<file path="src/rtl/soc_bus_pkg.sv">
// soc_bus_pkg
// Shared types and constants for the SoC system-bus arbiters.
// Contents:
//   bus_state_e    - arbiter ownership state (IDLE / BUSY)
//   master_idx_t   - index of a bus master (0 = CPU, 1 = UART loader)
//   BUS_ADDR_WIDTH - default system-bus address width
//   BUS_DATA_WIDTH - default system-bus data width
//   BUS_ERR_DATA   - read data handed back when a transaction times out
package soc_bus_pkg;

  localparam int BUS_ADDR_WIDTH = 32;
  localparam int BUS_DATA_WIDTH = 32;

  localparam logic [31:0] BUS_ERR_DATA = 32'hDEAD_BEEF;

  typedef enum logic {
    IDLE = 1'b0,
    BUSY = 1'b1
  } bus_state_e;

  typedef logic master_idx_t;

endpackage : soc_bus_pkg

</file>
<file path="src/rtl/rr_pick2.sv">
// rr_pick2
// Purely combinational two-way round-robin picker.
// Ports:
//   req        in  [1:0] request vector, bit N = master N
//   last_grant in  1     master that owned the bus most recently
//   pick       out [1:0] one-hot winner, 2'b00 when nobody requests
module rr_pick2
  import soc_bus_pkg::*;
(
  input  logic [1:0]  req,
  input  master_idx_t last_grant,
  output logic [1:0]  pick
);

  // A lone requester always wins. On a tie the master that did not
  // own the bus last time goes first, which gives strict alternation
  // when both masters keep requesting.
  always_comb begin
    pick = req;
    if (req == 2'b11) begin
      pick = (last_grant == 1'b1) ? 2'b01 : 2'b10;
    end
  end

endmodule : rr_pick2

</file>
<file path="src/rtl/soc_bus_arbiter.sv">
// soc_bus_arbiter
// Two-master, one-slave arbiter for the SoC system bus. Master 0 is the
// CPU load/store port, master 1 the UART debug/boot loader. One
// transaction is forwarded at a time; a transaction the slave never
// acknowledges is terminated with an error after TIMEOUT_CYCLES.
// Ports:
//   clk, rst_n          clock, asynchronous active-low reset
//   m0_* / m1_*         master request side (req/we/addr/wdata/wstrb in,
//                       rdata/ack/err out)
//   s_*                 slave side (req/we/addr/wdata/wstrb out,
//                       rdata/ack in)
//   grant               one-hot current owner, 2'b00 when idle
module soc_bus_arbiter
  import soc_bus_pkg::*;
#(
  parameter int                    ADDR_WIDTH     = BUS_ADDR_WIDTH,
  parameter int                    DATA_WIDTH     = BUS_DATA_WIDTH,
  parameter int                    TIMEOUT_CYCLES = 255,
  parameter logic [DATA_WIDTH-1:0] ERR_DATA       = DATA_WIDTH'(BUS_ERR_DATA)
) (
  input  logic                    clk,
  input  logic                    rst_n,

  input  logic                    m0_req,
  input  logic                    m0_we,
  input  logic [ADDR_WIDTH-1:0]   m0_addr,
  input  logic [DATA_WIDTH-1:0]   m0_wdata,
  input  logic [DATA_WIDTH/8-1:0] m0_wstrb,
  output logic [DATA_WIDTH-1:0]   m0_rdata,
  output logic                    m0_ack,
  output logic                    m0_err,

  input  logic                    m1_req,
  input  logic                    m1_we,
  input  logic [ADDR_WIDTH-1:0]   m1_addr,
  input  logic [DATA_WIDTH-1:0]   m1_wdata,
  input  logic [DATA_WIDTH/8-1:0] m1_wstrb,
  output logic [DATA_WIDTH-1:0]   m1_rdata,
  output logic                    m1_ack,
  output logic                    m1_err,

  output logic                    s_req,
  output logic                    s_we,
  output logic [ADDR_WIDTH-1:0]   s_addr,
  output logic [DATA_WIDTH-1:0]   s_wdata,
  output logic [DATA_WIDTH/8-1:0] s_wstrb,
  input  logic [DATA_WIDTH-1:0]   s_rdata,
  input  logic                    s_ack,

  output logic [1:0]              grant
);

  // A zero timeout disables the counter; keep it one bit wide so the
  // declaration stays legal.
  localparam int CNT_W = (TIMEOUT_CYCLES > 0) ? $clog2(TIMEOUT_CYCLES + 1) : 1;

  bus_state_e        state_q, state_d;
  logic [1:0]        grant_q, grant_d;
  master_idx_t       lastGrant_q, lastGrant_d;
  logic [CNT_W-1:0]  count_q, count_d;

  logic [1:0]        pick;
  logic              expire;
  logic              done;

  rr_pick2 u_pick (
    .req        ({m1_req, m0_req}),
    .last_grant (lastGrant_q),
    .pick       (pick)
  );

  // The transaction expires on its last allowed BUSY cycle, and only if
  // the slave did not answer in that very cycle: a late ack still wins.
  always_comb begin
    expire = 1'b0;
    if ((TIMEOUT_CYCLES > 0) && (state_q == BUSY) && !s_ack &&
        (count_q == CNT_W'(TIMEOUT_CYCLES - 1))) begin
      expire = 1'b1;
    end
  end

  assign done = (state_q == BUSY) && (s_ack || expire);

  // State register. lastGrant resets to master 1 so master 0 wins the
  // first tie after reset. Reset abandons any in-flight transaction.
  always_ff @(posedge clk or negedge rst_n) begin
    if (!rst_n) begin
      state_q     <= IDLE;
      grant_q     <= 2'b00;
      lastGrant_q <= 1'b1;
      count_q     <= '0;
    end else begin
      state_q     <= state_d;
      grant_q     <= grant_d;
      lastGrant_q <= lastGrant_d;
      count_q     <= count_d;
    end
  end

  // Next-state logic. Requests are only looked at in IDLE, so a master
  // that keeps req high after its ack is simply re-arbitrated, and an
  // owner dropping req mid-transaction has no effect. The counter
  // saturates rather than wrapping.
  always_comb begin
    state_d     = state_q;
    grant_d     = grant_q;
    lastGrant_d = lastGrant_q;
    count_d     = count_q;
    unique case (state_q)
      IDLE: begin
        count_d = '0;
        if (pick != 2'b00) begin
          state_d = BUSY;
          grant_d = pick;
        end
      end
      BUSY: begin
        if (done) begin
          state_d     = IDLE;
          grant_d     = 2'b00;
          lastGrant_d = grant_q[1];
          count_d     = '0;
        end else if (count_q != {CNT_W{1'b1}}) begin
          count_d = count_q + CNT_W'(1);
        end
      end
      default: begin
        state_d = IDLE;
        grant_d = 2'b00;
      end
    endcase
  end

  // Output logic. Everything is zero outside BUSY. While BUSY the slave
  // fields follow the owner combinationally, and completion (ack or
  // timeout) is passed straight back to the owner in the same cycle.
  always_comb begin
    s_req    = 1'b0;
    s_we     = 1'b0;
    s_addr   = '0;
    s_wdata  = '0;
    s_wstrb  = '0;
    m0_ack   = 1'b0;
    m0_err   = 1'b0;
    m0_rdata = '0;
    m1_ack   = 1'b0;
    m1_err   = 1'b0;
    m1_rdata = '0;
    if (state_q == BUSY) begin
      s_req = 1'b1;
      if (grant_q[1]) begin
        s_we    = m1_we;
        s_addr  = m1_addr;
        s_wdata = m1_wdata;
        s_wstrb = m1_wstrb;
        if (done) begin
          m1_ack   = 1'b1;
          m1_err   = expire;
          m1_rdata = s_ack ? s_rdata : ERR_DATA;
        end
      end else begin
        s_we    = m0_we;
        s_addr  = m0_addr;
        s_wdata = m0_wdata;
        s_wstrb = m0_wstrb;
        if (done) begin
          m0_ack   = 1'b1;
          m0_err   = expire;
          m0_rdata = s_ack ? s_rdata : ERR_DATA;
        end
      end
    end
  end

  assign grant = grant_q;

endmodule : soc_bus_arbiter

</file>
<file path="config.mk">
export PLATFORM = sky130hd
export DESIGN_NAME = soc_bus_arbiter
export DESIGN_NICKNAME = d
export VERILOG_FILES = /design/src/rtl/soc_bus_pkg.sv /design/src/rtl/rr_pick2.sv /design/src/rtl/soc_bus_arbiter.sv
export SDC_FILE = /design/constraint.sdc
export NUM_CORES = 1
export LEC_CHECK = 0
export ABC_CLOCK_PERIOD_IN_PS = 4100
export BUFFER_PORTS_ARGS = -buffer_cell sky130_fd_sc_hd__buf_2
export CAP_MARGIN = 25
export CORE_AREA = 2 2 121 123
export DETAILED_ROUTE_END_ITERATION = 7
export DIE_AREA = 0 0 123 125
export GPL_TIMING_DRIVEN = 0
export HOLD_SLACK_MARGIN = 0.05
export PLACE_DENSITY = 0.56
export REMOVE_ABC_BUFFERS = 1
export SETUP_SLACK_MARGIN = 0.3
export SYNTH_ARGS = -nofsm -noshare
export SYNTH_HDL_FRONTEND = slang
export SYNTH_HIERARCHICAL = 1
export SYNTH_SLANG_ARGS = --single-unit
</file>
<file path="constraint.sdc">
create_clock -name clk -period 4.1 [get_ports clk]
set_input_delay 0.615 -clock clk [delete_from_list [all_inputs] [get_ports clk]]
set_output_delay 0.615 -clock clk [all_outputs]
set_load 0.05 [all_outputs]
</file>
==> summary.md <==
| Metric | Value |
|---|---|
| Arrival time reported for the critical path endpoint | 2.56 ns |
| Worst slew margin relative to its limit | 37.8% |
| I/O Buffers | 314 |
| Critical path cell sequence | clkinv_1 -> buf_16 -> nor3_1 -> buf_2 |
| Cell area after synthesis | 2320 um^2 |
| Synth-to-Final Area Change | 78.7% |
| Data required time at the worst endpoint | 3.48 ns |
| Slew at the pin closest to its max-slew limit | 0.933 ns |
| Top-area cell type share of the netlist area | 29.8% |
| Post-Syn Area per Cell | 6.92 um^2 |
| Hold violation total from the final report | 0 |
| Peak per-stage delay on the critical path | 0.83 ns |
| Leakage Power | 2.40 nW |
| Met2 routed WL | 5.19 mm |
| Maximum number of pins on one net before global-route repair | 60 |
| Wire length the detailed router placed on met1 | 4.71 mm |
| IO Pins | 315 |
| Placeable core region | 14200 um^2 |
| Remaining DRCs | 0 |
| Crit path time final | 3.17 ns |
| Final setup TNS | 0 ns |
| Ys async rst share | 100% |
| DRC marker count from the first detailed-route iteration | 124 |
| Yosys top cell by area | sky130_fd_sc_hd__mux2i_1 |
| Top cells by area, synth | sky130_fd_sc_hd__mux2i_1, sky130_fd_sc_hd__nor3_1, sky130_fd_sc_hd__dfrtp_1, sky130_fd_sc_hd__nor2_1, sky130_fd_sc_hd__nor2b_1 |
| Average vias per placed instance | 4.17 |
| Kind of cell adding the most delay to the critical path | buffers and inverters |
| Aggregate global routing overflow | 0 |
| Critical path buffers and inverters | 3 |
| Capturing element type of the critical path | primary output |
| First-pass GRT wire length | 15.3 mm |
| Worst clock skew on the final layout | 0.00455 ns |
| Ant. Diodes | 0 |
| Vias in the first global route | 2865 |
| Synth Register Bits | 12 |
| Gate count after technology mapping | 335 |
| Final weighted congestion in routability-driven placement | 0.777 |
| Sequential fraction of the synthesis area | 13.0% |
| Placed wire-length estimate after detailed placement | 8.80 mm |
| Outcome | complete, no violations |
| Startpoint Class | flip-flop |
| Power per cell area | 808 nW/um^2 |
| Detailed Routing Iterations Pass 1 | 4 |
| Die Footprint | 15400 um^2 |
| Final WL | 10.8 mm |
| Fraction of layout cells with a size suffix above 1 | 53.8% |
| Std cell rows | 44 |
| Count of vias placed by the detailed router | 3366 |
| Total power consumption of the routed design | 0.00335 W |
| Clk pin slew, worst setup/hold paths | 0.05 ns |
| Highest fanout seen on the critical path | 49 |
| Horizontal die dimension | 123 um |
| CTS tree | yes |
| Height of the die | 125 um |
| Achievable frequency | 0.315 GHz |
| Clock insertion delay at the later pin of the skew report | 0.24 ns |
| Number of buffers inserted during clock tree synthesis | 3 |
| Period utilization | 77.3% |
| Met3 routed wirelength | 846 um |
| H-tree levels | 1 |
| Detail Route Antenna Nets | 0 |
| Post-cts hold buffer count | 0 |
| Slowest stage cell on the critical path | sky130_fd_sc_hd__dfrtp_4 |
| Kind of path behind the tightest hold check | in -> async |
| Main flop type after synthesis | sky130_fd_sc_hd__dfrtp_1 |
| Number of enable-type register cells in the synthesized netlist | 0 |
| Library cells used by synthesis | 38 |
| Resized cells post-CTS | 0 |
| Starting density of the core | 16.3% |
| Net count of the finished layout | 802 |
| Peak supply drop | 0.538 mV |
| Clk buf depth | 2 |
| Overall global routing resource usage | 12.2% |
| Multi-input logic area | 1840 um^2 |
| Final setup violating endpoints | 0 |
| Number of max-cap violations | 0 |
| Total setup buffers inserted after CTS | 0 |
| RSZ-0062 raised after global routing | no |
| Total count of max-transition violations in the final report | 0 |
| CTS sink cnt | 12 |
| Number of fill cells | 1569 |
| Post-layout utilization of the core | 29.2% |
| Root cell of the clock tree | sky130_fd_sc_hd__clkbuf_16 |
| Number of antenna violations at the first check in global routing | 0 |
| Seq. cell area | 305 um^2 |
| Yosys warnings | 6 |
| Detail-routed net length per standard cell | 13.4 um |
| Classification of the worst setup path | reg -> out |
| Uppermost routed layer | met4 |
-- final timing paths --
check                            from            to  slack [ns]  cells after the start
setup / recovery             grant[1]  m1_rdata[31]        0.93                      4
hold / removal                  rst_n    count_q[2]        0.25                      1
max in group asynchronous       rst_n   lastGrant_q        3.57                      1
min in group clk             grant[0]      grant[0]        0.52                      1
hold reg to reg              grant[0]      grant[0]        0.52                      1
setup reg to reg           count_q[0]   lastGrant_q        2.02                      5
-- Yosys cell counts (3+ instances only) --
library cell and instances:
sky130_fd_sc_hd__nor2_1 73, sky130_fd_sc_hd__nor3_2 8, sky130_fd_sc_hd__nand3_1 4, sky130_fd_sc_hd__nand2_1 13, sky130_fd_sc_hd__clkbuf_1 15, sky130_fd_sc_hd__mux2i_1 69, sky130_fd_sc_hd__and3_1 3, sky130_fd_sc_hd__dfrtp_1 11
sky130_fd_sc_hd__buf_2 13, sky130_fd_sc_hd__a21oi_1 4, sky130_fd_sc_hd__nor3_1 59, sky130_fd_sc_hd__inv_1 3, sky130_fd_sc_hd__nor2b_1 25, sky130_fd_sc_hd__o21ai_0 3, sky130_fd_sc_hd__a211oi_1 3
-- power by group --
part | switching (W) | internal, W
Combinational | 0.00215 | 0.000741
Sequential | 0.000113 | 0.000149
Clock | 0.0000536 | 0.000147
-- final cells by class --
type / instances / share of cell area, %
timing repair buffer: 318 / 40.2
clock buffer: 4 / 2.14
inverter: 5 / 0.453
tap: 184 / 5.55
multi-input combinational: 285 / 44.3
sequential: 12 / 7.36
-- cells in the final DEF (no fill, tap or decap), types with 4 or more instances in the layout --
cell type                 netlist  final
sky130_fd_sc_hd__nand2_1       13     13
sky130_fd_sc_hd__nor3_2         8      8
sky130_fd_sc_hd__mux2i_1       69     69
sky130_fd_sc_hd__a21oi_1        4      4
sky130_fd_sc_hd__nor2b_1       25     25
sky130_fd_sc_hd__nor2_1        73     73
sky130_fd_sc_hd__buf_2         13    314
sky130_fd_sc_hd__nand3_1        4      4
sky130_fd_sc_hd__dfrtp_1       11     10
sky130_fd_sc_hd__nor3_1        59     59
-- metal layers --
metal | track usage, % | vias up
li1 | - | 1747
met1 | 16.6 | 1478
met2 | 20.4 | 130
met3 | 1.96 | 11
met4 | 2.14 | 0
met5 | 0 | -
-- cell families after synthesis --
group	synth area share, %
buffers and inverters	7.82
flip-flops	13.0
AND/OR/NAND/NOR	40.9
multiplexers	30.4
AO/OA/AOI/OAI	6.42
adder cells (fa/ha/maj)	1.08
XOR/XNOR	0.378
-- sequential cells by signal, summed over array words and instances, names as in the netlist --
name	flops
lastGrant_q	1
state_q	1
grant	2
count_q	8
-- through the flow --
step,hold slack (ns),cells,setup slack (ns),instance area (um^2)
after global placement,0.511,800,-3.97,3960
after CTS,0.255,808,0.943,4150
after detailed placement,0.508,804,1.08,4060
after floorplan,0.319,302,-3.20,2160
after global routing,0.270,808,0.746,4150
final,0.250,808,0.930,4150
Note: power is estimated with default switching activity, not from simulation.
